===== src/rtl/alu_divider_param.sv =====
// Multi-cycle restoring divider with start/busy/done handshake.
// Signed operation divides magnitudes and fixes signs afterwards.
module alu_divider_param #(
    parameter int WIDTH     = 32,
    parameter bit SIGNED_EN = 1'b1
) (
    input  logic             clk,
    input  logic             reset_n,
    input  logic             start,
    input  logic             is_signed,
    input  logic [WIDTH-1:0] dividend,
    input  logic [WIDTH-1:0] divisor,
    output logic             busy,
    output logic             done,
    output logic [WIDTH-1:0] quotient,
    output logic [WIDTH-1:0] remainder,
    output logic             div_by_zero
);

    localparam int CW = $clog2(WIDTH);

    typedef enum logic [1:0] {
        IDLE,
        CALC,
        FIX,
        DONE
    } state_t;

    state_t           state;
    logic [WIDTH-1:0] accR;
    logic [WIDTH-1:0] quoR;
    logic [WIDTH-1:0] magDivisor;
    logic [CW-1:0]    cnt;
    logic             negQ;
    logic             negR;
    logic             fixPhase;

    logic             accept;
    logic             signedOp;
    logic             dvdNeg;
    logic             dvsNeg;
    logic [WIDTH-1:0] dvdMag;
    logic [WIDTH-1:0] dvsMag;
    logic [WIDTH:0]   accShift;
    logic             fits;
    logic [WIDTH-1:0] accSub;

    assign accept   = start && (state == IDLE || state == DONE);
    assign signedOp = SIGNED_EN && is_signed;
    assign dvdNeg   = signedOp && dividend[WIDTH-1];
    assign dvsNeg   = signedOp && divisor[WIDTH-1];
    assign dvdMag   = dvdNeg ? -dividend : dividend;
    assign dvsMag   = dvsNeg ? -divisor : divisor;

    // Partial remainder needs one extra bit only for the compare;
    // after subtraction the result always fits in WIDTH bits.
    assign accShift = {accR, quoR[WIDTH-1]};
    assign fits     = accShift >= {1'b0, magDivisor};
    assign accSub   = accShift[WIDTH-1:0] - magDivisor;

    always_ff @(posedge clk) begin
        if (!reset_n) begin
            state       <= IDLE;
            busy        <= 1'b0;
            done        <= 1'b0;
            quotient    <= '0;
            remainder   <= '0;
            div_by_zero <= 1'b0;
            accR        <= '0;
            quoR        <= '0;
            magDivisor  <= '0;
            cnt         <= '0;
            negQ        <= 1'b0;
            negR        <= 1'b0;
            fixPhase    <= 1'b0;
        end else begin
            done <= 1'b0;
            if (accept) begin
                div_by_zero <= 1'b0;
                negQ        <= dvdNeg ^ dvsNeg;
                negR        <= dvdNeg;
                accR        <= '0;
                quoR        <= dvdMag;
                magDivisor  <= dvsMag;
                cnt         <= CW'(WIDTH - 1);
                fixPhase    <= 1'b0;
                if (divisor == '0) begin
                    state       <= DONE;
                    done        <= 1'b1;
                    busy        <= 1'b0;
                    quotient    <= '1;
                    remainder   <= dividend;
                    div_by_zero <= 1'b1;
                end else begin
                    state <= CALC;
                    busy  <= 1'b1;
                end
            end else begin
                unique case (state)
                    IDLE: begin
                        state <= IDLE;
                    end
                    CALC: begin
                        accR <= fits ? accSub : accShift[WIDTH-1:0];
                        quoR <= {quoR[WIDTH-2:0], fits};
                        if (cnt == '0) begin
                            state <= FIX;
                        end else begin
                            cnt <= cnt - 1'b1;
                        end
                    end
                    FIX: begin
                        // Negate first, publish on the following edge.
                        if (!fixPhase) begin
                            quoR     <= negQ ? -quoR : quoR;
                            accR     <= negR ? -accR : accR;
                            fixPhase <= 1'b1;
                        end else begin
                            quotient  <= quoR;
                            remainder <= accR;
                            state     <= DONE;
                            done      <= 1'b1;
                            busy      <= 1'b0;
                        end
                    end
                    DONE: begin
                        state <= IDLE;
                    end
                    default: begin
                        state <= IDLE;
                    end
                endcase
            end
        end
    end

endmodule


===== config.mk =====
export PLATFORM = sky130hd
export DESIGN_NAME = alu_divider_param
export DESIGN_NICKNAME = d
export VERILOG_FILES = /design/src/rtl/alu_divider_param.sv
export SDC_FILE = /design/constraint.sdc
export NUM_CORES = 1
export LEC_CHECK = 0
export ABC_AREA = 1
export CORE_MARGIN = 4
export CORE_UTILIZATION = 45
export DETAILED_ROUTE_END_ITERATION = 12
export PLACE_DENSITY = 0.62
export SLEW_MARGIN = 10
export SYNTH_ARGS = -nofsm -noshare
export SYNTH_HDL_FRONTEND = slang
export SYNTH_SLANG_ARGS = --single-unit

===== constraint.sdc =====
create_clock -name clk -period 3 [get_ports clk]
set_clock_uncertainty 0.15 [all_clocks]
set_input_delay 0.75 -clock clk [delete_from_list [all_inputs] [get_ports clk]]
set_output_delay 0.75 -clock clk [all_outputs]
set_load 0.05 [all_outputs]

==> impl_metrics.py, run 1 <==
metrics = {
    "finish": {
        "area_growth_pct": 21.5,
        "final_nets": 2509,
        "num_antenna_cells": 0,
        "drive_gt1_frac": 0.0792,
        "multi_input_area_um2": 8160,
        "nFillCells": 2977,
        "final_cell_area_um2": 16200,
        "seqCellArea_um2": 3460,
    },
    "timing": {
        "maxSlewHeadroom": 0.547,
        "post-route-period-util": 0.935,
        "finalWorstSetupSlack_ns": 0.196,
        "hold_viol": 0,
        "worst_slew_pin_slew_ns": 0.672,
        "period_minus_slack_ns": 2.80,
        "fmax_mhz": 357,
        "rsz0062_at_grt": "no",
        "finalSetupViolCount": 0,
        "final_max_slew_viol_count": 0,
    },
    "hold_path": {
        "holdCritStartpoint": "magDivisor[28]",
        "hold_path_end": "magDivisor[28]",
        "whs_path_depth": 2,
        "hold_class": "register to register",
    },
    "global_route": {
        "grt-ovfl-total": 0,
        "grt_pass1_wl_um": 81700,
        "antenna_found_initial": 1,
        "grt_max_degree": 89,
        "groute.usage.overall": 0.316,
        "grt_pass1_vias": 14200,
    },
    "floorplan": {
        "die_h_um": 180,
        "pin_count": 135,
        "die_area_um2": 32500,
        "coreArea_um2": 29000,
        "num_rows": 62,
        "initial_utilization": 0.460,
        "die_w_um": 180,
    },
    "cts": {
        "path_clk_slew_ns": 0.08,
        "ctsHoldBuffers": 0,
        "clk_latency_ns": 0.45,
        "cts_tree": "yes",
        "cts-root-buf": "clkbuf_16",
        "cts_buffers": 17,
        "cts_buffer_depth": 2,
        "htreeDepth": 4,
        "cts_num_sinks": 173,
        "postCtsSetupRepairBufs": 0,
    },
    "critical_path": {
        "critPathSlowestCell": "ha_1",
        "setup.worst_path.end_class": "register",
        "r2r_slack_ns": 0.20,
        "slowest_delay_ns": 0.43,
        "cp.arrival_ns": 3.04,
        "startpoint_type": "register",
        "critPathMostFrequentCell": "nand2_1",
        "rr_startpoint": "accR[19]",
        "path_cells": "ha_1 > nand2_1 > nor2_1 > nand2_1 > nor2_2 > nand3_1 > nand3_2 > nor2_4 > nand2_4 > buf_4 > nand2_1 > nand3_1 > nand2_1 > a21oi_1",
        "rr_worst_depth": 14,
        "critPathMaxFanout": 23,
        "crit_type": "register to register",
        "cp.required_ns": 3.24,
        "r2r_end": "accR[14]",
    },
    "place": {
        "placed_area_um2": 15700,
        "post-dp-hpwl_um": 42300,
        "port_buffers": 134,
        "pre_cts_slack_ns": -0.0815,
        "place.gp.congestion": 1.01,
    },
    "logic_synthesis": {
        "ys_top_cells_by_area": "dfxtp_1 (26%), nand2_1 (13%), nand3_1 (10%), inv_1 (9.3%), nor2_1 (6.7%)",
        "yosysTopAreaCellShare": 0.259,
        "synth_area_per_cell_um2": 5.98,
        "synth-seq-area-share": 0.259,
        "yosys.area.top_type": "dfxtp_1",
        "synth_ff_type": "dfxtp_1",
        "synthDistinctLibCells": 51,
        "synth_edf_count": 0,
        "ys_warn_count": 0,
        "syn_inst": 2233,
        "yosysMostFrequentCell": "nand2_1",
        "syn_nets": 2342,
        "synthTopCellsByCount": "nand2_1 (463), inv_1 (331), nand3_1 (273), nor2_1 (239), dfxtp_1 (173)",
        "synth-seq-cells": 173,
        "async_reset_ff_frac": 0,
        "synth_area_um2": 13400,
    },
    "run_status": {
        "status": "finished clean",
    },
    "routing": {
        "via_count": 15600,
        "drt-wirelength-per-cell_um": 19.0,
        "routed_wirelength_um": 53100,
        "viasPerCell": 5.59,
        "drt_iter0_markers": 1842,
        "drtAntennaViolNets": 0,
        "drc": 0,
        "first_pass_iters": 8,
    },
    "pwr": {
        "p_per_area_nw_per_um2": 1190,
        "peakVddDrop_mv": 0.786,
        "leakage_nw": 7.75,
        "finalPower_mw": 19.3,
    },
    "run": {
        "cap_viol_max_count": 0,
    },
}
## how the worst max path moves through the flow
stage,from,endpoint,slack [ns]
after CTS,accR[19],accR[7],0.14
after global placement,dividend[18],quoR[23],-0.12
final,accR[19],accR[14],0.20
after floorplan,divisor[0],quotient[19],0.60
after global routing,magDivisor[20],accR[1],0.007
after detailed placement,dividend[18],quoR[23],-0.08
## report_power, final
| part | internal [mW] | switching [mW] | leakage [nW] |
|---|---|---|---|
| Sequential | 2.75 | 0.481 | 1.41 |
| Combinational | 4.43 | 9.32 | 6.06 |
| Clock | 1.17 | 1.11 | 0.282 |
## layout by cell type (no fill, tap or decap), drive strengths merged, types with 44 or more instances in the layout
| master | Yosys | routed |
|---|---|---|
| a21oi | 159 | 159 |
| buf | 37 | 106 |
| inv | 350 | 358 |
| clkdlybuf4s50 | 0 | 133 |
| nor2 | 253 | 253 |
| nand2 | 471 | 471 |
| dfxtp | 173 | 173 |
| nor3 | 44 | 44 |
| nand3 | 274 | 274 |
| o21ai | 162 | 162 |
## cell families (layout without fill, tap and decap cells)
logic type | count (synthesis) | in the layout | share of synthesized area
simple gates | 1090 | 1090 | 0.355
compound gates | 445 | 445 | 0.188
buf+inv | 441 | 621 | 0.131
flops | 173 | 173 | 0.259
xor+xnor | 43 | 43 | 0.0282
fa+ha+maj | 41 | 41 | 0.0390
## state kept, by name, indices dropped and copies added, names as in the netlist
register / cells
magDivisor: 32
fixPhase: 1
accR: 32
remainder: 32
cnt: 5
negR: 1
state: 2
quotient: 32
quoR: 32
busy: 1
done: 1
negQ: 1
div_by_zero: 1
## repair_timing
action,4_1_cts,5_1_grt
hold endpoints to repair,0,0
setup endpoints to repair,0,10
gates resized for setup,0,1
## area by class of cell
type / count / share of cell area
Clock buffer: 17 / 0.0262
Clock inverter: 15 / 0.00933
Inverter: 350 / 0.0809
Multi-Input combinational cell: 1619 / 0.503
Sequential cell: 173 / 0.213
Tap cell: 384 / 0.0296
Timing Repair Buffer: 239 / 0.138
## metrics by stage
stage                     setup TNS [ns]  hold slack (ns)  cells  utilization
after floorplan                        0            0.272   2233            -
after global placement            -0.119            0.292   2765        0.539
after detailed placement         -0.0815            0.301   2765        0.539
after CTS                              0            0.319   2797        0.559
after global routing                   0            0.340   2797        0.559
final                                  0            0.317   2797        0.559
## metal layers
layer / global-route usage / share of wire / up-vias
met5: 0 / 0.00019 / -
li1: - / - / 7705
met2: 0.466 / 0.41 / 750
met3: 0.0755 / 0.11 / 91
met4: 0.131 / 0.044 / 2
met1: 0.443 / 0.43 / 7098
## worst max-delay path, delay by kind of cell, from the launching register on
| family | cells | cell delay [ns] |
|---|---|---|
| buf+inv | 1 | 0.26 |
| fa+ha+maj | 1 | 0.43 |
| compound gates | 1 | 0.11 |
| flops | 1 | 0.38 |
| simple gates | 11 | 1.38 |
Power figures use the tool's default switching activity.
==> inputs of run 2 (changes only) <==
Settings changed: CORE_MARGIN 4 to 5.
==> run 2 against run 1 <==
  * Hold slack better by 0.0015 ns
  * First-iteration DRC count fell by 6.4%
  * Final area rose by 0.37%
  * Clock-buffer cell count unchanged
  * Utilization is 0.68 points lower
  * Global-route usage shrank 0.16 points
  * Combinational power barely moved
  * Cell count increased by 0.50%
  * Routed wire length increased by 1.3%
  * Sequential share of layout area down 0.079 points
  * Register-to-register slack about the same
  * Setup slack improved by 0.0039 ns
  * Critical endpoint is now accR[16]
==> impl_metrics.py, run 2 (same netlist as run 1, synthesis figures left out) <==
metrics = {
    "routing": {
        "drc": 0,
        "drt-wirelength-per-cell_um": 19.1,
        "viasPerCell": 5.62,
        "via_count": 15800,
        "drtAntennaViolNets": 0,
        "drt_iter0_markers": 1724,
        "first_pass_iters": 8,
        "routed_wirelength_um": 53800,
    },
    "pwr": {
        "p_per_area_nw_per_um2": 1190,
        "leakage_nw": 7.79,
        "power_frac_comb": 0.712,
        "p_int_mw": 8.46,
        "finalPower_mw": 19.4,
        "peakVddDrop_mv": 0.777,
        "switching_share": 0.565,
        "power.switching_mw": 11.0,
        "seqPwrFrac": 0.167,
        "p_clk_frac": 0.120,
    },
    "critical_path": {
        "startpoint_type": "register",
        "rr_worst_depth": 14,
        "cp.arrival_ns": 3.05,
        "path_cells": "inv_1 > ha_1 > fa_1 > inv_1 > a21oi_1 > o21bai_1 > nand2_1 > nand2_1 > nand2_1 > nand2_1 > nand2_1 > nand3_1 > nand2_1 > a21oi_1",
        "r2r_slack_ns": 0.20,
        "crit_end": "accR[16]",
        "crit_type": "register to register",
        "crit_family": "adder cells",
        "critPathMostFrequentCell": "nand2_1",
        "r2r_end": "accR[16]",
        "critPathMaxFanout": 3,
        "critPathBufInv": 2,
        "cp.required_ns": 3.25,
        "startpoint": "quoR[31]",
        "setup.worst_path.end_class": "register",
        "path_depth": 14,
        "slowest_delay_ns": 0.44,
        "rr_startpoint": "quoR[31]",
        "critPathSlowestCell": "fa_1",
    },
    "timing": {
        "final_max_slew_viol_count": 0,
        "finalSetupViolCount": 0,
        "post-route-period-util": 0.933,
        "worst_slew_pin_slew_ns": 0.882,
        "fmax_mhz": 357,
        "hold_viol": 0,
        "maxSlewHeadroom": 0.412,
        "rsz0062_at_grt": "no",
        "holdWs_ns": 0.318,
        "period_minus_slack_ns": 2.80,
    },
    "run_status": {
        "status": "finished clean",
    },
    "hold_path": {
        "whs_path_depth": 2,
        "hold_class": "register to register",
    },
    "finish": {
        "final_common_cell": "nand2_1",
        "seqCellArea_um2": 3460,
        "nFillCells": 3079,
        "area_growth_pct": 22.0,
        "multi_input_area_um2": 8160,
        "postLayoutCoreUtil": 0.553,
        "mostFrequentLayoutCells": "nand2_1 (462), inv_1 (331), nand3_1 (273)",
        "num_antenna_cells": 0,
        "drive_gt1_frac": 0.0822,
        "fin_cells": 2811,
        "final_nets": 2517,
    },
    "place": {
        "port_buffers": 134,
        "place.gp.congestion": 1.02,
        "post-dp-hpwl_um": 43200,
        "dp_cells": 2779,
    },
    "floorplan": {
        "coreArea_um2": 29500,
        "num_rows": 63,
        "die_h_um": 182,
        "pin_count": 135,
        "die_area_um2": 33200,
        "initial_utilization": 0.453,
        "die_w_um": 182,
    },
    "cts": {
        "postCtsResizedCells": 0,
        "path_clk_slew_ns": 0.09,
        "htreeDepth": 4,
        "cts_buffer_depth": 2,
        "clk_latency_ns": 0.47,
        "cts_tree": "yes",
        "ctsHoldBuffers": 0,
        "cts_buffers": 17,
        "cts_num_sinks": 173,
        "cts-root-buf": "clkbuf_16",
        "postCtsSetupRepairBufs": 0,
    },
    "global_route": {
        "groute.usage.overall": 0.315,
        "grt_pass1_wl_um": 82400,
        "grt_pass1_vias": 14200,
        "grt-ovfl-total": 0,
        "antenna_found_initial": 1,
        "grt_max_degree": 89,
    },
    "run": {
        "cap_viol_max_count": 0,
    },
}
-- run 2: changes by cell type in the layout (fill, tap and decap cells not counted), sizes merged --
| cell | previous run | this run |
|---|---|---|
| clkinv | 4 | 5 |
| buf | 106 | 114 |
| clkinvlp | 2 | 1 |
-- run 2: tightest hold or removal path: stages (launching register included) --
cell and delay [ns]:
dfxtp_1 0.33, nand2_1 0.05, o21ai_0 0.06
-- run 2: how the worst min path moves through the flow --
stage | start | endpoint | slack, ns
finish | magDivisor[28] | magDivisor[28] | 0.32
floorplan | magDivisor[20] | magDivisor[20] | 0.27
global placement | negR | negR | 0.29
CTS | magDivisor[28] | magDivisor[28] | 0.31
detailed placement | magDivisor[28] | magDivisor[28] | 0.30
global route | negR | negR | 0.34
-- run 2: power groups by stage --
stage               clock network, mW  logic, mW  registers (mW)
finish                           2.33       13.8            3.25
global route                     2.46       15.3            3.29
CTS                              2.35       13.5            3.23
detailed placement                  0       13.5            3.28
global placement                    0       13.4            3.27
floorplan                           0       9.19            3.20
-- run 2: metal layers --
metal | track usage | wire length [µm]
met4 | 0.0778 | 1190
met3 | 0.0528 | 4690
met5 | 0 | 13
met2 | 0.486 | 23500
met1 | 0.457 | 24400
-- run 2: layout make-up --
cell class | instances | share of cell area
multi-input cells | 1619 | 0.501
clock buffers | 17 | 0.0261
repair buffers | 247 | 0.139
well taps | 390 | 0.0300
clock inverters | 15 | 0.0104
inverters | 350 | 0.0806
flip-flops and latches | 173 | 0.213
-- run 2: per-stage QoR --
step                      area (µm²)  setup TNS (ns)  setup slack, ns
after floorplan                13400               0            0.596
after global placement         15700               0           0.0511
after detailed placement       15700         -0.0481          -0.0324
after CTS                      16300               0            0.165
after global routing           16300               0           0.0540
final                          16300               0            0.200
